<file path="src/rtl/conv_tile_sequencer.sv">
// conv_tile_sequencer
//   Runs one convolution tile operation per start request: streams the input
//   tile and the kernel out of their BRAMs, packs them into the flattened
//   vectors the conv datapath consumes, pulses conv_start, waits for
//   conv_final, latches the result and pulses done/result_valid.
//
// Ports
//   clk, reset            clock (rising edge), asynchronous active-low reset
//   start                 request an operation (sampled only in IDLE)
//   tile_base/kernel_base first BRAM addresses, sampled with start
//   busy/done             operation in flight / one-cycle completion pulse
//   result/result_valid   latched conv output / one-cycle pulse with done
//   in_en/in_addr/in_dout input BRAM read port
//   k_en/k_addr/k_dout    kernel BRAM read port
//   flat_input/flat_kernel packed vectors to the conv (first word in MS slot)
//   conv_start/conv_final/conv_out  conv handshake
//
// Optional feature: define CONV_SEQ_KERNEL_CACHE_EN to skip the kernel fetch
// when the requested kernel_base matches the last fully loaded kernel.
module conv_tile_sequencer #(
  parameter int TILE_SIZE     = 4,
  parameter int KERNEL_SIZE   = 3,
  parameter int CHANNELS      = 3,
  parameter int DATA_WIDTH    = 8,
  parameter int KERNEL_WIDTH  = 8,
  parameter int IN_ADDR_WIDTH = 15,
  parameter int K_ADDR_WIDTH  = 8,
  parameter int OUTPUT_WIDTH  = 20,
  parameter int BRAM_LATENCY  = 1,
  parameter int NI = TILE_SIZE * TILE_SIZE * CHANNELS,
  parameter int NK = KERNEL_SIZE * KERNEL_SIZE * CHANNELS
) (
  input  logic                       clk,
  input  logic                       reset,
  input  logic                       start,
  input  logic [IN_ADDR_WIDTH-1:0]   tile_base,
  input  logic [K_ADDR_WIDTH-1:0]    kernel_base,
  output logic                       busy,
  output logic                       done,
  output logic [OUTPUT_WIDTH-1:0]    result,
  output logic                       result_valid,
  output logic                       in_en,
  output logic [IN_ADDR_WIDTH-1:0]   in_addr,
  input  logic [DATA_WIDTH-1:0]      in_dout,
  output logic                       k_en,
  output logic [K_ADDR_WIDTH-1:0]    k_addr,
  input  logic [KERNEL_WIDTH-1:0]    k_dout,
  output logic [NI*DATA_WIDTH-1:0]   flat_input,
  output logic [NK*KERNEL_WIDTH-1:0] flat_kernel,
  output logic                       conv_start,
  input  logic                       conv_final,
  input  logic [OUTPUT_WIDTH-1:0]    conv_out
);

  localparam int IW = $clog2(NI);
  localparam logic [IW-1:0] LAST_I     = IW'(NI - 1);
  localparam logic [IW-1:0] NK_I       = IW'(NK);
  localparam logic [IW-1:0] NK_LAST    = IW'(NK - 1);
  localparam logic [1:0]    DRAIN_LAST = 2'(BRAM_LATENCY - 1);

  typedef enum logic [2:0] {
    S_IDLE, S_LOAD, S_DRAIN, S_KICK, S_COMPUTE, S_FINISH
  } state_t;

  state_t state, state_nx;

  logic [IN_ADDR_WIDTH-1:0] tbase_q;
  logic [K_ADDR_WIDTH-1:0]  kbase_q;
  logic [IW-1:0]            idx;
  logic [1:0]               dcnt;
  logic                     skip_k;

  // Two-deep valid/index delay line; the tap matching BRAM_LATENCY marks
  // the cycle in which the BRAM data for that index is present.
  logic [1:0]    vld_q;
  logic [IW-1:0] idx_q0, idx_q1;
  logic          tap_vld;
  logic [IW-1:0] tap_idx, slot_i, slot_k;

  assign tap_vld = (BRAM_LATENCY == 2) ? vld_q[1] : vld_q[0];
  assign tap_idx = (BRAM_LATENCY == 2) ? idx_q1 : idx_q0;
  assign slot_i  = LAST_I - tap_idx;
  assign slot_k  = NK_LAST - tap_idx;

  always_ff @(posedge clk or negedge reset) begin
    if (!reset) state <= S_IDLE;
    else        state <= state_nx;
  end

  always_comb begin
    state_nx     = state;
    busy         = 1'b0;
    done         = 1'b0;
    result_valid = 1'b0;
    in_en        = 1'b0;
    in_addr      = '0;
    k_en         = 1'b0;
    k_addr       = '0;
    conv_start   = 1'b0;
    case (state)
      S_IDLE: if (start) state_nx = S_LOAD;
      S_LOAD: begin
        busy    = 1'b1;
        in_en   = 1'b1;
        in_addr = tbase_q + IN_ADDR_WIDTH'(idx);
        if (idx < NK_I && !skip_k) begin
          k_en   = 1'b1;
          k_addr = kbase_q + K_ADDR_WIDTH'(idx);
        end
        if (idx == LAST_I) state_nx = S_DRAIN;
      end
      S_DRAIN: begin
        busy = 1'b1;
        if (dcnt == DRAIN_LAST) state_nx = S_KICK;
      end
      S_KICK: begin
        busy       = 1'b1;
        conv_start = 1'b1;
        state_nx   = S_COMPUTE;
      end
      S_COMPUTE: begin
        busy = 1'b1;
        if (conv_final) state_nx = S_FINISH;
      end
      S_FINISH: begin
        done         = 1'b1;
        result_valid = 1'b1;
        state_nx     = S_IDLE;
      end
      default: state_nx = S_IDLE;
    endcase
  end

  always_ff @(posedge clk or negedge reset) begin
    if (!reset) begin
      tbase_q     <= '0;
      kbase_q     <= '0;
      idx         <= '0;
      dcnt        <= '0;
      vld_q       <= '0;
      idx_q0      <= '0;
      idx_q1      <= '0;
      flat_input  <= '0;
      flat_kernel <= '0;
      result      <= '0;
    end else begin
      if (state == S_IDLE && start) begin
        tbase_q <= tile_base;
        kbase_q <= kernel_base;
        idx     <= '0;
        dcnt    <= '0;
      end
      if (state == S_LOAD)  idx  <= idx + 1'b1;
      if (state == S_DRAIN) dcnt <= dcnt + 2'd1;
      vld_q  <= {vld_q[0], state == S_LOAD};
      idx_q0 <= idx;
      idx_q1 <= idx_q0;
      if (tap_vld) begin
        flat_input[slot_i*DATA_WIDTH +: DATA_WIDTH] <= in_dout;
        if (tap_idx < NK_I && !skip_k)
          flat_kernel[slot_k*KERNEL_WIDTH +: KERNEL_WIDTH] <= k_dout;
      end
      if (state == S_COMPUTE && conv_final) result <= conv_out;
    end
  end

`ifdef CONV_SEQ_KERNEL_CACHE_EN
  logic                    kernel_valid;
  logic [K_ADDR_WIDTH-1:0] kernel_stored;

  // The hit decision is frozen at acceptance; the cache is only marked valid
  // once DRAIN has captured the last kernel word, so an aborted load never hits.
  always_ff @(posedge clk or negedge reset) begin
    if (!reset) begin
      kernel_valid  <= 1'b0;
      kernel_stored <= '0;
      skip_k        <= 1'b0;
    end else begin
      if (state == S_IDLE && start)
        skip_k <= kernel_valid && (kernel_base == kernel_stored);
      if (state == S_DRAIN && dcnt == DRAIN_LAST && !skip_k) begin
        kernel_valid  <= 1'b1;
        kernel_stored <= kbase_q;
      end
    end
  end
`else
  assign skip_k = 1'b0;
`endif

endmodule

</file>
<file path="config.mk">
export PLATFORM = sky130hd
export DESIGN_NAME = conv_tile_sequencer
export DESIGN_NICKNAME = d
export VERILOG_FILES = /design/src/rtl/conv_tile_sequencer.sv
export SDC_FILE = /design/constraint.sdc
export NUM_CORES = 1
export LEC_CHECK = 0
export CAP_MARGIN = 20
export CORE_AREA = 5 5 274 276
export CTS_CLUSTER_SIZE = 25
export DETAILED_ROUTE_END_ITERATION = 8
export DIE_AREA = 0 0 279 281
export PLACE_DENSITY = 0.74
export SLEW_MARGIN = 20
export SYNTH_ARGS = -nofsm -noshare
export SYNTH_HDL_FRONTEND = slang
export SYNTH_SLANG_ARGS = --single-unit
export TNS_END_PERCENT = 5
</file>
<file path="constraint.sdc">
create_clock -name clk -period 4.3 [get_ports clk]
set_clock_uncertainty 0.15 [all_clocks]
set_input_delay 0.86 -clock clk [delete_from_list [all_inputs] [get_ports clk]]
set_output_delay 0.86 -clock clk [all_outputs]
set_load 0.02 [all_outputs]
</file>
==> impl_metrics.toml, run 1 <==
[status]
status = "finished, final reports clean"

[routing]
wl_um = 98800
drc_errors = 0
detail_route.iter0.violations = 1458
ant_nets = 0
num_vias = 21600
dr.pass1.iters = 5
routed_via_density = 5.23
wl_per_cell_um = 23.9

[worst_setup_path]
worstSetupStartpointType = "flip-flop"
critPathKind = "reg -> out"
crit_required_ns = 3.29
worstPathArrival_ns = 3.14
cp-end-kind = "primary output"
r2r_slack_ns = 0.36
crit_family = "simple AND/OR/NAND/NOR gates"
path_max_fanout = 9
critPathBufInv = 1
timing.critical_path.cells = "ha_1 > a21o_1 > a21oi_2 > o21ai_2 > nand4_1 > or4_1 > nand2_1 > clkdlybuf4s50_1"
cpPeakStageDelay_ns = 0.60
crit_slowest_cell = "clkdlybuf4s50_1"

[cts]
clock-root-buffer = "clkbuf_16"
clk_latency_ns = 0.60
cts.sinks = 661
cts_tree = "done"
clkTransAtPathRegs_ns = 0.06
h-tree-depth = 3
cts_buffer_depth = 3
cts_buffers = 72

[global_routing]
grt_pass1_wl_um = 145000
grt_usage_pct = 24.4
antenna_found_initial = 1
grt_pass1_vias = 21800
grt.overflow.total = 0
grt_start_max_net_pins = 98

[timing]
relSlewSlack_pct = 25.1
timing.fmax_ghz = 0.241
drv_slew = 0
min_period_ns = 4.15
rsz0062_at_grt = "false"
setup_viol = 0
final.setup.worst_slack_ns = 0.154
hold_viol = 0
tightest_slew_ns = 1.12
fin_tns_setup_ns = 0
period_share_pct = 96.4

[cells_and_area]
fin_area_sq_mm = 0.0386
layout-drive-gt1-share_pct = 17.2
nets = 3200
area_growth_pct = 39.1
fill_cells = 6284
register_area_sq_mm = 0.0165
antenna_cells = 0
postLayoutCoreUtil_pct = 53.3
multiInputGateArea_sq_mm = 0.0105

[power_and_ir_drop]
p_sw_share_pct = 41.9
p_leak_nw = 17.4
p_seq_share_pct = 30.8
p_comb_share_pct = 49.9
power_mw = 33.6
p_switching_mw = 14.1
powerDensity_mw_per_mm2 = 872
peakVddDrop_v = 0.000750
clkPwrFrac_pct = 19.3
internal-power_mw = 19.5

[floorplan]
core_sq_mm = 0.0723
die_x_um = 279
dieArea_sq_mm = 0.0784
fp.dieH_um = 281
ios = 712
rows = 99
start_util_pct = 38.3

[place]
placed_area_sq_mm = 0.0360
numPortBuffers = 711
gp_congestion = 0.884
post-place-ws_ns = 0.243
place_hpwl_um = 73300

[synthesis]
synth_top_area_share_pct = 59.7
netlist_area_sq_mm = 0.0277
syn_inst = 2400
synthArstFlopShare_pct = 100
synth.area.top_cells = "dfrtp_1 60%, mux2_2 13%, nand2_1 6.3%"
synth_flop_cell = "dfrtp_1"
ys_types = 76
ys_ff_latch = 661
post-synth-top-count-cell = "dfrtp_1"
ys_warn_count = 0
synth_edf_count = 0
synth-seq-area-share_pct = 59.7
yosys-top-cells-count = "661 x dfrtp_1, 465 x nand2_1, 322 x mux2_2"
synth_nets = 2486
avgSynthCellArea_sq_um = 11.5
synth_top_area_cell = "dfrtp_1"

[flow_run]
cap_violations = 0

[min_path]
min_path_type = "in -> async"
-- registers in the layout (all words and copies together) (netlist names) --
name and count:
tbase_q 15, flat_kernel 216, dcnt 2, idx 6, vld_q 1, state 3
result 20, idx_q0 6, flat_input 384, kbase_q 8
-- layer usage --
layer  up-vias  wire (um)  GRT usage [%]  part of all wire [%]
li1       9706          -              -                     -
met2       806      47800           40.9                    48
met1     10900      39400           30.3                    40
met3       167       7760           6.69                   7.9
met5         -          0              0                     0
met4         0       3830           9.40                   3.9
-- layout make-up --
| cell class | count | share of cell area [%] |
|---|---|---|
| sequential | 661 | 42.9 |
| tap | 959 | 3.11 |
| multi-input combinational | 1559 | 27.2 |
| timing repair buffer | 771 | 19.9 |
| clock buffer | 100 | 5.47 |
| inverter | 49 | 0.477 |
| clock inverter | 27 | 0.970 |
-- metrics by stage --
stage / hold slack, ns / cells
2_1_floorplan: 0.287 / 2400
3_3_place_gp: 0.310 / 3998
3_5_place_dp: 0.318 / 3998
4_1_cts: 0.123 / 4125
5_1_grt: 0.147 / 4126
6_report: 0.108 / 4126
-- placed cells by master, fill, tap and decap left out, types with 4 or more instances in the layout --
cell / instances
buf_4: 51
o21ai_0: 186
clkbuf_1: 11
inv_1: 47
and3_1: 22
mux2i_1: 32
nor3_1: 8
clkinv_2: 12
xnor2_1: 11
or2_2: 4
nor2_2: 6
dfrtp_1: 659
nand4_1: 10
nand3b_1: 8
nand2b_1: 32
nor2_1: 108
mux2_2: 322
a21o_1: 8
nand2_1: 465
bufinv_16: 7
o21bai_1: 5
o31ai_1: 122
clkbuf_16: 75
nor3b_1: 5
clkbuf_8: 14
clkdlybuf4s50_1: 708
xor2_1: 12
nor3_2: 5
nor2_8: 4
a21oi_1: 14
nand3_1: 27
o211ai_1: 4
nor2b_1: 11
and2_1: 40
buf_12: 8
ha_1: 21
-- logic make-up after synthesis --
family | after synthesis | share of synthesized area, %
AO/OA/AOI/OAI | 375 | 8.54
XOR/XNOR | 24 | 0.786
adder cells (fa/ha/maj) | 23 | 1.09
buffers and inverters | 180 | 2.72
flip-flops | 661 | 59.7
multiplexers | 354 | 14.2
AND/OR/NAND/NOR | 783 | 12.9
-- path summary, 6_finish.rpt --
| path | from | endpoint | cells past startpoint |
|---|---|---|---|
| hold reg to reg | flat_input[141] | flat_input[141] | 2 |
| min in group clk | flat_input[141] | flat_input[141] | 2 |
| max in group asynchronous | reset | tbase_q[4] | 2 |
| setup reg to reg | idx_q0[4] | flat_input[331] | 8 |
| setup / recovery | idx[2] | in_addr[14] | 8 |
| hold / removal | reset | flat_kernel[72] | 1 |
-- power by group through the flow --
stage,clock network [mW],logic (mW),registers [mW]
detailed placement,0,16.8,10.4
CTS,6.62,16.9,10.3
global route,6.87,17.9,10.6
global placement,0,16.6,10.4
finish,6.50,16.8,10.3
floorplan,0,5.98,12.7
-- timing repair --
item,CTS,global route
resized for setup,5,5
pin swaps,0,0
setup endpoints to repair,9,43
setup buffers,0,0
hold buffers,0,0
(Power assumes the default switching activity.)
==> inputs of run 2 (changes only) <==
CAP_MARGIN = not set   (was 20)
==> results of run 2 <==
No change in the layout: final DEF, timing and power equal those of run 1.
==> inputs of run 3 (changes only) <==
CORE_AREA = 5 5 277 279   (was 5 5 274 276)
CTS_BUF_LIST = sky130_fd_sc_hd__clkbuf_8   (was not set)
DIE_AREA = 0 0 282 284   (was 0 0 279 281)
PLACE_DENSITY = 0.73   (was 0.74)
SETUP_SLACK_MARGIN = 0.05   (was not set)
==> run 3 against run 2 <==
Global-route usage is 0.067 points lower; combinational power is essentially flat; highest routed layer unchanged; sequential power barely moved; non-clock buffer count up 4; sequential cell count is the same; clock power fell by 13%; maximum frequency grew 2.5%; clock-buffer cell count is 37 higher; critical endpoint is now k_addr[4]; register-to-register slack better by 0.04 ns; final area down 0.54%; die area rose by 2.2%; sequential share of layout area up 0.24 points.
==> impl_metrics.toml, run 3 (synthesis results as in run 1) <==
[timing]
timing.fmax_ghz = 0.247
tightest_slew_ns = 1.13
final.setup.worst_slack_ns = 0.257
hold_viol = 0
hold_ws_ns = 0.0426
period_share_pct = 94.0
setup_viol = 0
drv_slew = 0
fin_tns_setup_ns = 0
min_period_ns = 4.04
rsz0062_at_grt = "false"
relSlewSlack_pct = 24.6

[cts]
clkTransAtPathRegs_ns = 0.06
clk_latency_ns = 0.72
cts_buffer_depth = 3
cts.sinks = 661
clock-root-buffer = "clkbuf_8"
h-tree-depth = 3
cts_buffers = 109
cts_tree = "done"

[power_and_ir_drop]
internal-power_mw = 18.6
clkPwrFrac_pct = 17.2
power_mw = 32.8
p_leak_nw = 17.5
p_seq_share_pct = 31.6
p_switching_mw = 14.1
powerDensity_mw_per_mm2 = 854
p_comb_share_pct = 51.2
peakVddDrop_v = 0.000703
p_sw_share_pct = 43.1

[global_routing]
grt_pass1_vias = 22400
grt_pass1_wl_um = 148000
grt.overflow.total = 0
grt_usage_pct = 24.3
grt_start_max_net_pins = 89
antenna_found_initial = 1

[cells_and_area]
fin_area_sq_mm = 0.0383
fill_cells = 6536
area_growth_pct = 38.4
regMostFlops = "flat_input"
nets = 3241
final_cell_mix = "701 x clkdlybuf4s50_1, 657 x dfrtp_1, 465 x nand2_1, 322 x mux2_2, 186 x o21ai_0"
largest_reg_flops = 384
final_common_cell = "clkdlybuf4s50_1"
final_cells = 4213
postLayoutCoreUtil_pct = 51.9
layout-drive-gt1-share_pct = 18.3
biggestRegsByFlops = "flat_input (384), flat_kernel (216), result (20)"

[routing]
num_vias = 21700
wl_um = 100000
routed_via_density = 5.16
ant_nets = 0
detail_route.iter0.violations = 1342
drc_errors = 0
wl_per_cell_um = 23.8
dr.pass1.iters = 5

[place]
dp_cells = 4013
gp_congestion = 0.861
placed_area_sq_mm = 0.0361
post-place-ws_ns = 0.249
numPortBuffers = 711
place_hpwl_um = 74200

[floorplan]
ios = 712
start_util_pct = 37.5
dieArea_sq_mm = 0.0801
die_x_um = 282
rows = 100
fp.dieH_um = 284
core_sq_mm = 0.0739

[worst_setup_path]
timing.rr.start = "idx_q0[0]"
r2r_slack_ns = 0.40
critPathKind = "reg -> out"
cp-end-kind = "primary output"
worstSetupStartpointType = "flip-flop"
path_max_fanout = 8
reg2reg_depth = 10
crit_required_ns = 3.29
worstPathArrival_ns = 3.03
rr_endpoint = "flat_kernel[41]"

[status]
status = "finished, final reports clean"

[flow_run]
cap_violations = 0

[min_path]
min_path_type = "in -> async"
-- run 3: cell count changes in the layout (fill, tap and decap cells not counted), moves of 3 or more --
cell             change
clkbuf_1            -11
inv_1               +44
buf_4                +7
clkbuf_8           +123
clkinv_2             -5
bufinv_16            -5
diode_2              +3
clkbuf_16           -75
clkdlybuf4s50_1      -7
dlygate4sd2_1        +6
-- run 3: power by group through the flow --
| stage | sequential [mW] | clock (mW) | combinational, mW |
|---|---|---|---|
| 6_report | 10.3 | 5.63 | 16.8 |
| 5_1_grt | 10.6 | 6.04 | 17.9 |
| 4_1_cts | 10.4 | 5.75 | 16.9 |
| 3_5_place_dp | 10.4 | 0 | 16.9 |
| 3_3_place_gp | 10.4 | 0 | 16.7 |
| 2_1_floorplan | 12.7 | 0 | 5.98 |
-- run 3: final cells by class --
cell class | instances | area [sq um] | share of cell area (%)
clock inverter | 60 | 355 | 0.927
clock buffer | 137 | 1890 | 4.92
antenna | 3 | 7.51 | 0.0196
inverter | 49 | 184 | 0.480
multi-input combinational | 1559 | 10500 | 27.4
timing repair buffer | 775 | 7670 | 20.0
tap | 969 | 1210 | 3.16
sequential | 661 | 16500 | 43.1
-- run 3: repair_timing --
item                                   in CTS  in global routing
hold buffers                                0                  0
gates resized for setup                    14                  8
endpoints found under the hold margin       0                  0
buffers inserted                            0                  0
setup endpoints to repair                  13                 59
-- run 3: per-layer routing --
layer	global-route usage [%]	up-vias	wire length, um
li1	-	9807	-
met1	29.8	10900	39200
met2	40.6	848	48600
met3	7.40	190	8360
met4	9.08	0	4050
met5	0	-	0
-- run 3: worst max-delay path, stage by stage, from the launching register on --
cell	delay, ns
dfrtp_2	0.48
ha_1	0.23
fa_1	0.41
a21o_1	0.18
a21oi_1	0.21
xnor2_1	0.11
nor2_1	0.10
clkdlybuf4s50_1	0.62
-- run 3: worst max path at each step --
| stage | end | startpoint | slack, ns |
|---|---|---|---|
| after floorplan | flat_kernel[200] | idx_q0[0] | 0.95 |
| after global placement | flat_kernel[162] | idx_q0[3] | 0.27 |
| after detailed placement | flat_kernel[158] | idx_q0[3] | 0.25 |
| after CTS | in_addr[4] | idx[0] | 0.05 |
| after global routing | in_addr[9] | idx[1] | 0.06 |
| final | k_addr[4] | idx[0] | 0.26 |
